--- config.mk ---
export PLATFORM = sky130hd
export DESIGN_NAME = m107_rom_fetch
export DESIGN_NICKNAME = d
export VERILOG_FILES = /design/src/rtl/m107_rom_fetch.sv
export SDC_FILE = /design/constraint.sdc
export NUM_CORES = 1
export LEC_CHECK = 0
export CORE_ASPECT_RATIO = 1.5
export CORE_MARGIN = 4
export CORE_UTILIZATION = 41
export DETAILED_ROUTE_END_ITERATION = 10
export DONT_BUFFER_PORTS = 1
export PLACE_DENSITY_LB_ADDON = 0.25
export SETUP_SLACK_MARGIN = 0.5
export SLEW_MARGIN = 20
export SYNTH_ARGS = -nofsm -noshare
export SYNTH_HDL_FRONTEND = slang
export SYNTH_SLANG_ARGS = --single-unit
--- constraint.sdc ---
create_clock -name clk -period 5 [get_ports clk]
set_input_delay 0 -clock clk [delete_from_list [all_inputs] [get_ports clk]]
set_output_delay 0 -clock clk [all_outputs]
set_load 0.01 [all_outputs]
--- src/rtl/m107_rom_fetch.sv ---
// m107_rom_fetch: V33 ROM read responder backed by a 64-bit line buffer.
// A miss refills the line from SDRAM over a toggle req/ack channel.
//
// Ports:
//   clk, reset_n      clock, async active-low reset
//   mem_rd            one-cycle pulse at the start of a CPU read
//   cpu_rom_memrq     ROM select, valid with mem_rd
//   rom_addr[19:0]    ROM byte address, valid with mem_rd
//   invalidate        drop the buffered line
//   dout[15:0]        read data to the CPU
//   ready             low inserts wait states
//   sdr_req           SDRAM request toggle
//   sdr_addr[23:0]    SDRAM byte address (8-byte aligned)
//   sdr_ack           SDRAM acknowledge toggle
//   sdr_data[63:0]    SDRAM line, little-endian
module m107_rom_fetch #(
    parameter logic [23:0] ROM_BASE = 24'h000000
) (
    input  logic        clk,
    input  logic        reset_n,
    input  logic        mem_rd,
    input  logic        cpu_rom_memrq,
    input  logic [19:0] rom_addr,
    input  logic        invalidate,
    output logic [15:0] dout,
    output logic        ready,
    output logic        sdr_req,
    output logic [23:0] sdr_addr,
    input  logic        sdr_ack,
    input  logic [63:0] sdr_data
);

    typedef enum logic {
        S_IDLE = 1'b0,
        S_FILL = 1'b1
    } state_t;

    state_t      r_state;
    state_t      w_next;

    logic [63:0] r_line_data;
    logic [16:0] r_line_tag;
    logic        r_line_valid;
    logic        r_kill;
    logic [19:1] r_addr;
    logic [15:0] r_dout;
    logic        r_sdr_req;
    logic [23:0] r_sdr_addr;

    logic        w_rd_rom;
    logic        w_hit;
    logic        w_start;
    logic        w_hit_rd;
    logic        w_ack;
    logic [5:0]  w_hit_sh;
    logic [15:0] w_hit_word;
    logic [15:0] w_fill_word;
    logic [19:0] w_line_off;

    assign w_rd_rom = mem_rd && cpu_rom_memrq;

    // An invalidate on the same edge as a read forces the read to miss.
    assign w_hit = r_line_valid && !invalidate &&
                   (r_line_tag == rom_addr[19:3]);

    assign w_hit_rd = (r_state == S_IDLE) && w_rd_rom && w_hit;
    assign w_start  = (r_state == S_IDLE) && w_rd_rom && !w_hit;
    assign w_ack    = (sdr_ack == r_sdr_req);

    // Byte offset bit 0 is masked off; byte-lane selection is the CPU's job.
    assign w_hit_sh    = {rom_addr[2:0], 3'b000} & 6'h30;
    assign w_hit_word  = 16'(r_line_data >> w_hit_sh);
    assign w_fill_word = 16'(sdr_data >> {r_addr[2:1], 4'b0000});
    assign w_line_off  = {rom_addr[19:3], 3'b000};

    always_ff @(posedge clk or negedge reset_n) begin
        if (!reset_n) begin
            r_state <= S_IDLE;
        end else begin
            r_state <= w_next;
        end
    end

    always_comb begin
        w_next = r_state;
        unique case (r_state)
            S_IDLE: if (w_start) w_next = S_FILL;
            S_FILL: if (w_ack)   w_next = S_IDLE;
            default:             w_next = S_IDLE;
        endcase
    end

    always_comb begin
        ready = 1'b1;
        unique case (r_state)
            S_IDLE:  ready = 1'b1;
            S_FILL:  ready = 1'b0;
            default: ready = 1'b1;
        endcase
    end

    always_ff @(posedge clk or negedge reset_n) begin
        if (!reset_n) begin
            r_line_data  <= '0;
            r_line_tag   <= '0;
            r_line_valid <= 1'b0;
            r_kill       <= 1'b0;
            r_addr       <= '0;
            r_dout       <= '0;
            r_sdr_req    <= 1'b0;
            r_sdr_addr   <= '0;
        end else begin
            if (r_state == S_IDLE) begin
                r_kill <= 1'b0;
                if (invalidate) r_line_valid <= 1'b0;
                if (w_hit_rd) r_dout <= w_hit_word;
                if (w_start) begin
                    r_addr     <= rom_addr[19:1];
                    r_sdr_addr <= ROM_BASE + {4'h0, w_line_off};
                    r_sdr_req  <= ~r_sdr_req;
                end
            end else begin
                if (invalidate) r_kill <= 1'b1;
                if (w_ack) begin
                    r_line_data  <= sdr_data;
                    r_line_tag   <= r_addr[19:3];
                    // A kill seen at any point in the fill, including
                    // the completing cycle, leaves the line invalid.
                    r_line_valid <= !(r_kill || invalidate);
                    r_dout       <= w_fill_word;
                    r_kill       <= 1'b0;
                end
            end
        end
    end

    assign dout     = r_dout;
    assign sdr_req  = r_sdr_req;
    assign sdr_addr = r_sdr_addr;

endmodule

**Word level (Yosys, flattened, before mapping)**

Cells that the tools add are included.
Widths: inputs -> output; s select.

- Flip-flop bits (word level): 137
- Input port bits: 90
- Output and inout port bits: 42
- Logic and storage cells: 46

- Equal/unequal tests: 4
- Shift-type cells: 2
- Mux-type cells: 13
- Bitwise logic cells: 2
- Reductions and logical operators: 16

Operators by type and width:

| operator | count |
|---|---|
| $shr 64x6->16 | 2 |
| $mux 16 | 3 |
| $eq 17x17->1 | 1 |
| $mux 1 | 8 |
| $reduce_and 2->1 | 4 |
| $logic_and 1x1->1 | 6 |
| $pmux 1 s2 | 2 |
| $reduce_bool 2->1 | 2 |
| $logic_not 1->1 | 3 |
| $ne 3x2->1 const B | 1 |
| $ne 2x1->1 const B | 1 |
| $not 1->1 | 2 |
| $eq 1x1->1 | 1 |
| $logic_or 1x1->1 | 1 |

**Depth between registers and ports, before layout**

- Word-level depth: 7
- Gate-level depth with buffers: 7
- Gate-level depth less buffers: 5

**Least setup slack after synthesis**

OpenSTA, ideal clock, no wires.

- Path type: register -> register
- From: register r_line_tag[14]
- To: register r_dout[10] (netlist: dout[10])
- Library setup time: 0.125 ns
- Arrival time: 1.932 ns
- Data required time: 4.875 ns
- Setup slack: 2.943 ns
- Stages on the path, launching flop included: 7
- Path buffers: 1
- Period minus slack after synthesis: 2.057 ns
- Cell sequence: dfrtp_1 > xor2_1 > nor4_1 > nand3_1 > o41ai_4 > buf_6 > mux2_2

- Cells in the longest elaborated chain, start to end: 5

Ends and longest elaborated chain:

| what | RTL line | RTL |
|---|---|---|
| start: declaration | 42 | `logic [16:0] r_line_tag;` |
| start signal: assignment | 126 | `r_line_tag <= r_addr[19:3];` |
| $eq 17x17->1 | 64 | `(r_line_tag == rom_addr[19:3]);` |
| $logic_and 1x1->1 | 63 | `assign w_hit = r_line_valid && !invalidate &&` |
| $logic_and 1x1->1 | 66 | `assign w_hit_rd = (r_state == S_IDLE) && w_rd_rom && w_hit;` |
| $reduce_bool 2->1 (no line) | n/a |  |
| $reduce_and 2->1 (no line) | n/a |  |
| end signal: assignment | 116 | `if (w_hit_rd) r_dout <= w_hit_word;` |
| end signal: assignment | 130 | `r_dout <= w_fill_word;` |
| end: declaration | 46 | `logic [15:0] r_dout;` |

Every way passes these cells.
A chain may end at the register's enable or synchronous reset.

**Final worst setup path**

- From: register r_state
- To: register r_line_valid

- Cells in the longest elaborated chain, start to end: 2
- Elaborated cells between the ends (all ways): 4
- Classes of those cells: eq/ne (1); mux (1); reduce/logical (2)

Ends and longest elaborated chain:

| what | RTL line | RTL |
|---|---|---|
| start: declaration | 38 | `state_t r_state;` |
| start signal: assignment | 80 | `r_state <= w_next;` |
| $ne 2x1->1 (no line) or $reduce_bool 2->1 (tied branches) | n/a |  |
| $reduce_and 2->1 (no line) | n/a |  |
| end signal: assignment | 129 | `r_line_valid <= !(r_kill \|\| invalidate);` |
| end: declaration | 43 | `logic r_line_valid;` |

Parallel ways exist; a longest one is shown, timed or not.

==> flow_summary.json <==
{
  "critical_path.max_stage_delay_ns": 0.80,
  "avgSynthCellArea_um2": 14.13,
  "maxCapViolCount": 0,
  "register_to_register_setup_slack_ns": 1.64,
  "drv_slew": 0,
  "critical_path_required_ns": 5.27,
  "ir_drop_mv": 0.3121,
  "layout.cell_area.non_filler_um2": 7238,
  "timing.reg2reg.worst_path_depth": 7,
  "cts_root_buffer_type": "sky130_fd_sc_hd__clkbuf_16",
  "cts-buffers-inserted": 17,
  "worstPathCellList": "inv_1, or2_4, buf_4, nor2_1, a21oi_1, o21ai_0, dlygate4sd3_1",
  "clk_pin_slew_worst_paths_ns": 0.05,
  "gpl.final_weighted_congestion": 0.7362,
  "critical_path_endpoint_category": "register",
  "drt-wirelength-per-cell_um": 21.93,
  "iteration_count_of_the_initial_detailed_routing_pass": 4,
  "fin_worst_hold_slack_ns": 0.01762,
  "netlist_instances": 411,
  "total_leakage_power_nw": 3.101,
  "crit_type": "reg -> reg",
  "tightest_slew_ns": 1.112,
  "placementRows": 53,
  "ys_seq_area_frac": 0.5169,
  "detailroute.via_count": 3657,
  "die_span_in_x_um": 105.2,
  "cts-htree-levels": 4,
  "postPlaceCellArea_um2": 5768,
  "timing.critical_path.slowest_stage_cell": "sky130_fd_sc_hd__dfrtp_1",
  "hold_violations": 0,
  "totalNegativeSetupSlack_ns": 0,
  "timing.final.setup_violations": 0,
  "areaGrowthSynthToFinish_pct": 24.60,
  "worstSetupEndpoint": "r_line_valid",
  "wirelength_mm": 14.37,
  "startpoint": "r_state",
  "postLayoutCoreUtil": 0.5198,
  "hold_path_startpoint": "rom_addr[2]",
  "synthDominantAreaCellType": "sky130_fd_sc_hd__dfrtp_1",
  "ios": 132,
  "fin_crit_ns": 3.357,
  "largest_net_degree_at_the_start_of_global_routing": 121,
  "unrepaired_setup_endpoints_after_global_routing": "false",
  "synthTopCellsByArea": "sky130_fd_sc_hd__dfrtp_1, sky130_fd_sc_hd__mux2_2, sky130_fd_sc_hd__mux4_2, sky130_fd_sc_hd__mux2i_1, sky130_fd_sc_hd__buf_4",
  "die_area_um2": 16180,
  "reg2reg_from": "r_state",
  "dp.final_hpwl_mm": 8.709,
  "number_of_buffers_inserted_by_port_buffering": 0,
  "drt_iter0_drc": 154,
  "power-per-cell-area_nw_per_um2": 610.9,
  "post_synth_instance_area_um2": 5809,
  "clock_skew_ns": 0.006323,
  "final_layout_size_suffix_gt1_frac": 0.3429,
  "globalRoute.totalOverflow": 0,
  "count_of_antenna_violating_nets_left_after_detailed_routing": 0,
  "clk-insertion-delay-late_ns": 0.40,
  "max_slew_headroom": 0.2589,
  "tritoncts": "yes",
  "ys_types": 29,
  "max_clock_freq_mhz": 297.9,
  "layout.nets": 569,
  "worst-path-max-fanout": 43,
  "class_of_the_most_critical_hold_timing_path": "in -> reg",
  "floorplan.initialDensity": 0.4172,
  "vias_per_cell": 5.583,
  "cts_num_sinks": 120,
  "grt_pass1_vias": 4115,
  "wire_length_of_the_first_global_routing_pass_mm": 22.67,
  "grt_use_total": 0.1849,
  "longest_clk_path_bufs": 2,
  "synth_top_area_share": 0.5169,
  "total_power_w": 0.004422,
  "core_area_um2": 13930,
  "antenna_violations_before_repair": 0,
  "rr_endpoint": "r_line_valid",
  "yosys_warnings": 0,
  "worst_ep_arrival_time_ns": 3.63,
  "ratio_of_final_minimum_period_to_clock_period": 0.6714,
  "run_status": "completed",
  "drt_drc_violations_left": 0,
  "die_h_um": 153.8,
  "synth-seq-cells": 120,
  "critPathLaunchType": "register",
  "insertedDiodeCount": 0
}
cells in the mapped netlist:
| library cell | instances |
|---|---|
| sky130_fd_sc_hd__dfrtp_1 | 120 |
| sky130_fd_sc_hd__mux2_2 | 116 |
| sky130_fd_sc_hd__mux2i_1 | 32 |
| sky130_fd_sc_hd__buf_4 | 24 |
| sky130_fd_sc_hd__nand2_1 | 19 |
| sky130_fd_sc_hd__mux4_2 | 16 |
| sky130_fd_sc_hd__o221ai_1 | 16 |
| sky130_fd_sc_hd__xor2_1 | 14 |
| sky130_fd_sc_hd__clkbuf_1 | 12 |
| sky130_fd_sc_hd__buf_2 | 11 |
| sky130_fd_sc_hd__inv_1 | 4 |
| sky130_fd_sc_hd__nor2_1 | 4 |
| sky130_fd_sc_hd__nand2b_1 | 3 |
| sky130_fd_sc_hd__nor4_1 | 3 |
| sky130_fd_sc_hd__nand3_1 | 2 |
| sky130_fd_sc_hd__xnor2_1 | 2 |
| sky130_fd_sc_hd__a21oi_1 | 1 |
| sky130_fd_sc_hd__a222oi_1 | 1 |
| sky130_fd_sc_hd__buf_1 | 1 |
| sky130_fd_sc_hd__buf_6 | 1 |
| sky130_fd_sc_hd__conb_1 | 1 |
| sky130_fd_sc_hd__nand4_1 | 1 |
| sky130_fd_sc_hd__nor2b_1 | 1 |
| sky130_fd_sc_hd__o2111a_1 | 1 |
| sky130_fd_sc_hd__o21a_1 | 1 |
| sky130_fd_sc_hd__o21ai_0 | 1 |
| sky130_fd_sc_hd__o41ai_4 | 1 |
| sky130_fd_sc_hd__or2_0 | 1 |
| sky130_fd_sc_hd__or2_2 | 1 |
worst min-delay path by stage:
stage	cells past startpoint	slack [ns]	endpoint
6_report	3	0.02	dout[12]
5_1_grt	3	0.009	dout[15]
4_1_cts	3	0.0009	dout[15]
3_5_place_dp	0	-0.29	r_line_tag[4]
3_3_place_gp	0	-0.29	r_line_tag[0]
2_1_floorplan	0	-0.30	dout[0]
state kept, by name, indices dropped and copies added, names as in the netlist:
| name | flops |
|---|---|
| dout | 16 |
| r_state | 1 |
| sdr_req | 1 |
| r_addr | 19 |
| r_kill | 1 |
| r_line_tag | 17 |
| r_line_valid | 1 |
| r_line_data | 64 |
layout make-up:
cell class              count  area (um2)
clock buffers              20       446.7
inverters                   4       15.01
well taps                 165       206.4
multi-input cells         244        2521
fillers                  1176        6688
clock inverters            10       105.1
flip-flops and latches    120        3003
repair buffers             92       940.9
cell usage in the layout (no fill, tap or decap), types with 2 or more instances in the layout:
cell / count
sky130_fd_sc_hd__buf_4: 3
sky130_fd_sc_hd__bufinv_16: 2
sky130_fd_sc_hd__clkbuf_1: 2
sky130_fd_sc_hd__clkbuf_16: 17
sky130_fd_sc_hd__clkinv_2: 6
sky130_fd_sc_hd__clkinvlp_4: 2
sky130_fd_sc_hd__conb_1: 7
sky130_fd_sc_hd__dfrtp_1: 120
sky130_fd_sc_hd__dlygate4sd3_1: 87
sky130_fd_sc_hd__inv_1: 4
sky130_fd_sc_hd__mux2_2: 116
sky130_fd_sc_hd__mux2i_1: 32
sky130_fd_sc_hd__mux4_2: 16
sky130_fd_sc_hd__nand2_1: 19
sky130_fd_sc_hd__nand2b_1: 3
sky130_fd_sc_hd__nand3_1: 2
sky130_fd_sc_hd__nor2_1: 4
sky130_fd_sc_hd__nor4_1: 3
sky130_fd_sc_hd__o221ai_1: 16
sky130_fd_sc_hd__xnor2_1: 2
sky130_fd_sc_hd__xor2_1: 14
critical path, delay by kind of cell, from the launching register on:
family,cells,cell delay [ns]
simple gates,2,0.65
compound gates,2,0.21
buf+inv,3,1.53
flops,1,0.80
kinds of logic (layout without fill, tap and decap cells):
kind of cell | Yosys count | after routing | share of synthesized area
flops | 120 | 120 | 0.5169
other cells | 1 | 7 | 0.0006455
compound gates | 22 | 22 | 0.03554
simple gates | 35 | 35 | 0.02736
mux | 164 | 164 | 0.3420
buf+inv | 53 | 126 | 0.05341
xor+xnor | 16 | 16 | 0.02412
per-layer routing:
metal | global-route usage | up-vias | share of wire
met5 | 0 | - | 0
met4 | 0.07004 | 0 | 0.023
met3 | 0.05208 | 22 | 0.065
met2 | 0.3206 | 130 | 0.53
met1 | 0.2161 | 1894 | 0.38
li1 | - | 1611 | -
power by group:
part	total (W)	internal, W	switching, W
Clock	0.00115	0.000734	0.000413
Sequential	0.00190	0.00146	0.000441
Combinational	0.00137	0.000843	0.000528
Total	0.00442	0.00304	0.00138
per-stage QoR:
step           setup WS, ns  std cells
2_1_floorplan         2.943        417
3_3_place_gp          2.131        536
3_5_place_dp          2.108        536
4_1_cts               1.665        655
5_1_grt               1.482        655
6_report              1.643        655
what timing repair did:
item | 4_1_cts | 5_1_grt
hold buffers | 89 | 0
resized for setup | 0 | 0
hold endpoints to repair | 219 | 0
buffers inserted | 0 | 0
Power figures use the tool's default switching activity.
